==> src/rtl/instr_fetch_rv32i.sv <==
// ---------------------------------------------------------------------------
// instr_fetch_rv32i
//
// Instruction fetch stage for the RV32I core. Owns the program counter,
// addresses the instruction ROM (read on the falling clock edge) and captures
// the returned word into the IF/ID pipeline register. Handles downstream
// stalls, branch/jump redirects with flush, and illegal fetch targets.
//
// Ports:
//   clock        in   system clock, all state updates on the rising edge
//   reset_n      in   asynchronous active-low reset
//   PC           out  current fetch byte address (drives the ROM)
//   INSTR        in   ROM read data for PC
//   STALL        in   downstream cannot accept an instruction this cycle
//   REDIRECT     in   taken branch / jump, load REDIRECT_PC
//   REDIRECT_PC  in   redirect target byte address
//   IFID_VALID   out  IF/ID slot holds a real instruction
//   IFID_INSTR   out  fetched instruction (NOP_INSTR when empty)
//   IFID_PC      out  address of IFID_INSTR
//   IFID_PC4     out  IFID_PC + 4
//   FAULT        out  sticky illegal-fetch flag
//   FAULT_PC     out  offending target address
//   FETCH_COUNT  out  number of instructions delivered into IF/ID
// ---------------------------------------------------------------------------
module instr_fetch_rv32i #(
    parameter logic [31:0] RESET_VECTOR = 32'h0000_0000,
    parameter int          IMEM_WORDS   = 64,
    parameter logic [31:0] NOP_INSTR    = 32'h0000_0013
) (
    input  logic        clock,
    input  logic        reset_n,
    output logic [31:0] PC,
    input  logic [31:0] INSTR,
    input  logic        STALL,
    input  logic        REDIRECT,
    input  logic [31:0] REDIRECT_PC,
    output logic        IFID_VALID,
    output logic [31:0] IFID_INSTR,
    output logic [31:0] IFID_PC,
    output logic [31:0] IFID_PC4,
    output logic        FAULT,
    output logic [31:0] FAULT_PC,
    output logic [31:0] FETCH_COUNT
);

    typedef enum logic [1:0] {
        ST_BOOT  = 2'd0,
        ST_RUN   = 2'd1,
        ST_FAULT = 2'd2
    } state_t;

    // Size of the ROM in bytes, kept 33 bits wide so the comparison below
    // also sees the carry out of PC+4.
    localparam logic [32:0] IMEM_BYTES = 33'(IMEM_WORDS) * 33'd4;

    state_t      state_q;
    logic [31:0] pc_q;
    logic        ifid_valid_q;
    logic [31:0] ifid_instr_q;
    logic [31:0] ifid_pc_q;
    logic [31:0] ifid_pc4_q;
    logic        fault_q;
    logic [31:0] fault_pc_q;
    logic [31:0] fetch_count_q;

    // A target is fetchable when word aligned and inside the ROM. The
    // argument is 33 bits so an address that wrapped past 2^32 is rejected.
    function automatic logic is_legal(input logic [32:0] addr);
        return (addr[1:0] == 2'b00) && (addr < IMEM_BYTES);
    endfunction

    logic [32:0] pc_plus4_wide;
    logic [31:0] pc_plus4;
    logic        seq_legal;
    logic        redirect_legal;

    assign pc_plus4_wide  = {1'b0, pc_q} + 33'd4;
    assign pc_plus4       = pc_plus4_wide[31:0];
    assign seq_legal      = is_legal(pc_plus4_wide);
    assign redirect_legal = is_legal({1'b0, REDIRECT_PC});

    always_ff @(posedge clock or negedge reset_n) begin
        if (!reset_n) begin
            state_q       <= ST_BOOT;
            pc_q          <= RESET_VECTOR;
            ifid_valid_q  <= 1'b0;
            ifid_instr_q  <= NOP_INSTR;
            ifid_pc_q     <= 32'h0;
            ifid_pc4_q    <= 32'h0;
            fault_q       <= 1'b0;
            fault_pc_q    <= 32'h0;
            fetch_count_q <= 32'h0;
        end else begin
            case (state_q)
                // One idle cycle so the ROM has completed a falling-edge
                // read of RESET_VECTOR before the first capture.
                ST_BOOT: begin
                    state_q <= ST_RUN;
                end

                ST_RUN: begin
                    if (REDIRECT) begin
                        // Redirect wins over stall; the slot is flushed so
                        // exactly one bubble precedes the target.
                        ifid_valid_q <= 1'b0;
                        ifid_instr_q <= NOP_INSTR;
                        if (redirect_legal) begin
                            pc_q <= REDIRECT_PC;
                        end else begin
                            state_q    <= ST_FAULT;
                            fault_q    <= 1'b1;
                            fault_pc_q <= REDIRECT_PC;
                        end
                    end else if (!STALL) begin
                        ifid_valid_q  <= 1'b1;
                        ifid_instr_q  <= INSTR;
                        ifid_pc_q     <= pc_q;
                        ifid_pc4_q    <= pc_plus4;
                        fetch_count_q <= fetch_count_q + 32'd1;
                        if (seq_legal) begin
                            pc_q <= pc_plus4;
                        end else begin
                            // Running off the end of the ROM: the word just
                            // captured is still delivered, PC stays put.
                            state_q    <= ST_FAULT;
                            fault_q    <= 1'b1;
                            fault_pc_q <= pc_plus4;
                        end
                    end
                end

                // Terminal until reset. Clearing every cycle lets a word
                // captured on the faulting edge live for exactly one cycle.
                ST_FAULT: begin
                    ifid_valid_q <= 1'b0;
                    ifid_instr_q <= NOP_INSTR;
                end

                default: begin
                    state_q <= ST_FAULT;
                end
            endcase
        end
    end

    assign PC          = pc_q;
    assign IFID_VALID  = ifid_valid_q;
    assign IFID_INSTR  = ifid_instr_q;
    assign IFID_PC     = ifid_pc_q;
    assign IFID_PC4    = ifid_pc4_q;
    assign FAULT       = fault_q;
    assign FAULT_PC    = fault_pc_q;
    assign FETCH_COUNT = fetch_count_q;

endmodule

==> config.mk <==
export PLATFORM = sky130hd
export DESIGN_NAME = instr_fetch_rv32i
export DESIGN_NICKNAME = d
export VERILOG_FILES = /design/src/rtl/instr_fetch_rv32i.sv
export SDC_FILE = /design/constraint.sdc
export NUM_CORES = 1
export LEC_CHECK = 0
export BUFFER_PORTS_ARGS = -buffer_cell sky130_fd_sc_hd__clkbuf_2
export CORE_MARGIN = 4
export CORE_UTILIZATION = 52
export CTS_BUF_LIST = sky130_fd_sc_hd__clkbuf_16
export CTS_CLUSTER_SIZE = 16
export DETAILED_ROUTE_END_ITERATION = 7
export PLACE_DENSITY = 0.81
export SETUP_SLACK_MARGIN = 0.05
export SYNTH_ARGS = -nofsm -noshare
export SYNTH_HDL_FRONTEND = slang
export SYNTH_SLANG_ARGS = --single-unit
==> constraint.sdc <==
create_clock -name clock -period 3.5 [get_ports clock]
set_input_delay 0.875 -clock clock [delete_from_list [all_inputs] [get_ports clock]]
set_output_delay 0.875 -clock clock [all_outputs]
set_load 0.03 [all_outputs]
==> flow_metrics.tcl, run 1 <==
set metrics [dict create \
    outcome "finished clean" \
    final-instance-count-excl-fill 1316 \
    syn_nets 895 \
    ys_seq_area_share_pct 56.32 \
    cp.arrival_ps 3600 \
    worstSkewPairLatency_ps 440 \
    critPathBufInv 1 \
    synth_top_flop_cell "dfrtp_1" \
    period_minus_slack_ps 3288 \
    startpoint_type "flop" \
    min_path_type "input pin to async pin" \
    antenna_found_initial 1 \
    ys_ff_latch 194 \
    synth_area_leaders "dfrtp_1, nand2_1, xnor2_1" \
    rsz0062_at_grt "no" \
    multi_input_area_um2 3435 \
    slowest_delay_ps 570 \
    grt-ovfl-total 0 \
    setup_tns_ps 0 \
    path_class "flop to flop" \
    period_share_pct 93.93 \
    hold_viol 0 \
    drtIter0Drc 603 \
    grt_pass1_vias 7087 \
    die_w_um 136.8 \
    port_buffers 261 \
    cts_sinks 194 \
    syn_avg_cell_area_um2 10.46 \
    yosysMostFrequentCell "dfrtp_1" \
    root_buffer "clkbuf_16" \
    gp_congestion 0.9264 \
    yosys_warnings 0 \
    ir_drop_mv 0.3291 \
    path_max_fanout 27 \
    async_reset_ff_share_pct 100.0 \
    yosys.area.top_type_share_pct 55.41 \
    ff_latch_area_um2 4858 \
    die_area_um2 18710 \
    worstPathCellList "ha_2, nand4_1, or4_4, mux2_2, a31oi_1, nand4bb_1, o21ai_2, nor2_4, buf_4, mux2_2" \
    fin_worst_skew_ps 9.447 \
    die_h_um 136.8 \
    power_density_nw_per_um2 402.9 \
    drc 0 \
    drv_slew 0 \
    syn_inst 825 \
    netlist_area_um2 8626 \
    syn2layout_area_growth_pct 26.44 \
    clk_path_buf_depth 2 \
    rows 46 \
    cts_setup_buffers 0 \
    via_count 7135 \
    n_fill_cell 1247 \
    leakage_uw 0.005692 \
    clk_pin_slew_ps 70 \
    setup_viol 0 \
    synthTopCellsByCount "dfrtp_1, nand2_1, o21ai_0" \
    crit_path_end_kind "flop" \
    grt_pass1_wl_um 37800 \
    tightestPinTransition_ps 707.8 \
    drive_gt1_share_pct 34.18 \
    antenna_cells 0 \
    io_pins 262 \
    cts_buffers 17 \
    fin_area_um2 10910 \
    wire_per_inst_um 18.27 \
    cp_top_family "simple AND/OR/NAND/NOR gates" \
    dp.cells 1284 \
    h-tree-depth 4 \
    yosysTopAreaCell "dfrtp_1" \
    cts_tree "yes" \
    holdBufCountCts 0 \
    first_pass_iters 6 \
    cts_resized 0 \
    post-dp-hpwl_um 17870 \
    relSlewSlack_pct 52.82 \
    cp.required_ps 3820 \
    start_util_pct 53.72 \
    slowest_stage "or4_4" \
    grt_start_max_net_pins 74 \
    wirelength_um 24040 \
    synth.distinct_cells 57 \
    core_um2 16060 \
    crit_path_frequent_cell "mux2_2" \
    synth_edf_count 0 \
    clock.fmax_mhz 304.2 \
    grt.total_usage_pct 26.16 \
    postPlaceCellArea_um2 10290 \
    max_cap_viol_count 0 \
    nNetsFinal 1157 \
    vias_per_cell 5.422 \
    antenna_left 0 \
]
[where the power goes]
part	switching (uW)	internal, uW
Combinational	85.3	47.4
Sequential	0	2240
Clock	933	1090
[per-layer routing]
layer / up-vias / routed length, um / track usage, %
met5: - / 0 / 0
li1: 3332 / - / -
met4: 0 / 734 / 10.25
met3: 60 / 1641 / 6.434
met2: 271 / 11910 / 42.52
met1: 3472 / 9759 / 34.00
[cells in the final DEF (no fill, tap or decap), types with 19 or more instances in the layout]
cell type  synthesis  final
xnor2_1           41     41
o21ai_0           53     53
and2_1            24     24
a22o_1            30     30
clkbuf_2           0    260
buf_4              4     40
inv_1             20     20
dfrtp_1          191    191
nor2_1            40     40
xor2_1            19     19
nand4_1           22     22
nand3_1           24     24
nand2_1          158    158
[cell type report]
class | instances | area share [%]
clock buffers | 17 | 3.900
repair buffers | 303 | 15.18
clock inverters | 15 | 1.721
inverters | 20 | 0.6883
well taps | 216 | 2.478
multi-input cells | 551 | 31.49
flip-flops and latches | 194 | 44.55
[logic make-up (layout without fill, tap and decap cells)]
kind of cell	after synthesis	in the layout	share of synthesized area, %
adder cells (fa/ha/maj)	2	2	0.2901
AND/OR/NAND/NOR	325	325	17.97
multiplexers	39	39	5.759
AO/OA/AOI/OAI	125	125	9.501
flip-flops	194	194	56.32
XOR/XNOR	60	60	6.092
buffers and inverters	80	355	4.062
[flip-flops by register name (all words and copies together), names as in the netlist]
name,count
state_q,2
IFID_INSTR,32
FETCH_COUNT,32
PC,32
FAULT_PC,32
IFID_PC4,30
IFID_PC,32
FAULT,1
IFID_VALID,1
[final timing paths]
path	from	end	slack (ps)	cells after the start
min in group clock	FAULT	FAULT	460	1
max in group asynchronous	reset_n	IFID_PC4[24]	2300	2
max	PC[2]	FAULT_PC[31]	210	10
min reg2reg	FAULT	FAULT	460	1
max reg2reg	PC[2]	FAULT_PC[31]	210	10
min	reset_n	IFID_INSTR[18]	410	1
[stage by stage]
step | total power (uW) | hold slack [ps] | setup WS, ps | utilization (%)
2_1_floorplan | 2314 | 493.7 | 185.3 | -
3_3_place_gp | 2416 | 450.5 | 238.8 | 64.06
3_5_place_dp | 2419 | 453.4 | 100.7 | 64.06
4_1_cts | 4418 | 449.6 | 75.40 | 67.88
5_1_grt | 4544 | 466.6 | 68.49 | 67.92
6_report | 4394 | 412.1 | 212.5 | 67.92
Note: power is estimated with default switching activity, not from simulation.
==> inputs of run 2 (changes only) <==
--- a/config.mk
+++ b/config.mk
@@ -11,7 +11,7 @@
 export CTS_BUF_LIST = sky130_fd_sc_hd__clkbuf_16
 export CTS_CLUSTER_SIZE = 16
 export DETAILED_ROUTE_END_ITERATION = 7
-export PLACE_DENSITY = 0.81
+export PLACE_DENSITY_LB_ADDON = 0.25
 export SETUP_SLACK_MARGIN = 0.05
 export SYNTH_ARGS = -nofsm -noshare
 export SYNTH_HDL_FRONTEND = slang
==> run 2 against run 1 <==
  * Sequential share of layout area grew 0.10 points
  * Hold slack got worse by 16 ps
  * Largest cell class unchanged
  * Register-to-register slack improved by 20 ps
  * Largest power group unchanged
  * Power fell by 0.85%
  * Global-route usage is 0.10 points lower
==> flow_metrics.tcl, run 2 (synthesis gave the netlist of run 1 again) <==
set metrics [dict create \
    outcome "finished clean" \
    gp_congestion 0.9225 \
    rsz0062_at_grt "no" \
    final_cell_mix "clkbuf_2, dfrtp_1, nand2_1, o21ai_0" \
    period_share_pct 93.49 \
    grt-ovfl-total 0 \
    io_pins 262 \
    path_max_fanout 27 \
    start_util_pct 53.72 \
    max_cap_viol_count 0 \
    crit_path_frequent_cell "mux2_2" \
    wl_met2_um 11260 \
    period_minus_slack_ps 3272 \
    core_um2 16060 \
    highest_layer "met4" \
    die_area_um2 18710 \
    crit_path_end_kind "flop" \
    wl_met3_um 1837 \
    hold_viol 0 \
    drive_gt1_share_pct 34.18 \
    grt_pass1_vias 6995 \
    min_path_type "input pin to async pin" \
    drv_slew 0 \
    vias_per_cell 5.387 \
    wire_per_inst_um 18.26 \
    clock.fmax_mhz 305.6 \
    die_w_um 136.8 \
    clk_path_buf_depth 2 \
    cts_buffers 17 \
    critPathBufInv 1 \
    wirelength_um 24030 \
    port_buffers 261 \
    antenna_left 0 \
    worstPathCellList "ha_1, nand4_1, or4_1, mux2_2, a31oi_1, nand4bb_1, o21ai_2, nor2_4, buf_4, mux2_2" \
    clk_pin_slew_ps 70 \
    slowest_stage "or4_1" \
    relSlewSlack_pct 49.68 \
    nNetsFinal 1157 \
    cp.required_ps 3820 \
    antenna_cells 0 \
    first_pass_iters 5 \
    cts_tree "yes" \
    post-dp-hpwl_um 17720 \
    power_density_nw_per_um2 400.4 \
    power.total_uw 4357 \
    grt_pass1_wl_um 37820 \
    rows 46 \
    h-tree-depth 4 \
    wl_met1_um 10530 \
    final_common_cell "clkbuf_2" \
    final_util_pct 67.77 \
    path_class "flop to flop" \
    cts_sinks 194 \
    grt.total_usage_pct 26.06 \
    fin_worst_skew_ps 6.856 \
    grt_start_max_net_pins 69 \
    root_buffer "clkbuf_16" \
    drc 0 \
    via_count 7089 \
    syn2layout_area_growth_pct 26.15 \
    startpoint_type "flop" \
    cp_top_family "simple AND/OR/NAND/NOR gates" \
    leakage_uw 0.005686 \
    antenna_found_initial 1 \
    worstSkewPairLatency_ps 430 \
    setup_viol 0 \
    setup_tns_ps 0 \
    holdBufCountCts 0 \
    tightestPinTransition_ps 754.8 \
    cp.arrival_ps 3590 \
    slowest_delay_ps 660 \
    drtIter0Drc 529 \
    holdWs_ps 396.0 \
    ir_drop_mv 0.2882 \
    die_h_um 136.8 \
]
==> run 2: power breakdown <==
part / total, uW / switching [uW] / leakage [uW] / internal, uW
registers: 2240 / 0 / 0.00262 / 2240
logic: 130 / 85.2 / 0.00278 / 45.1
clock network: 1990 / 912 / 0.000289 / 1070
==> run 2: metal layers <==
layer	global-route usage, %	vias up
met2	40.36	275
met3	6.029	29
li1	-	3332
met5	0	-
met4	7.594	0
met1	37.08	3453
==> run 2: path summary, 6_finish.rpt <==
kind	from	slack, ps	cells past startpoint	endpoint
max in group asynchronous	reset_n	2180	2	IFID_PC4[16]
max	PC[2]	230	10	FAULT_PC[1]
min in group clock	FAULT	470	1	FAULT
max reg2reg	PC[2]	230	10	FAULT_PC[1]
min reg2reg	FAULT	470	1	FAULT
min	reset_n	400	1	FETCH_COUNT[29]
==> run 2: through the flow <==
stage	cells	setup WS, ps	instance area [um2]
after global placement	1284	266.5	10270
final	1316	227.8	10880
after floorplan	825	185.3	8626
after CTS	1316	148.7	10870
after global routing	1316	68.32	10880
after detailed placement	1284	173.9	10270
==> run 2: layout make-up <==
cell class | instances | area [um2]
Inverter | 20 | 75.07
Clock inverter | 15 | 173.9
Multi-Input combinational cell | 551 | 3436
Fill cell | 1308 | 5176
Sequential cell | 194 | 4858
Timing Repair Buffer | 303 | 1643
Tap cell | 216 | 270.3
Clock buffer | 17 | 425.4
==> run 2: repair_timing <==
action / 4_1_cts / 5_1_grt
gates resized for setup: 0 / 2
endpoints found under the setup margin: 0 / 23
buffers inserted: 0 / 0
hold endpoints to repair: 0 / 0
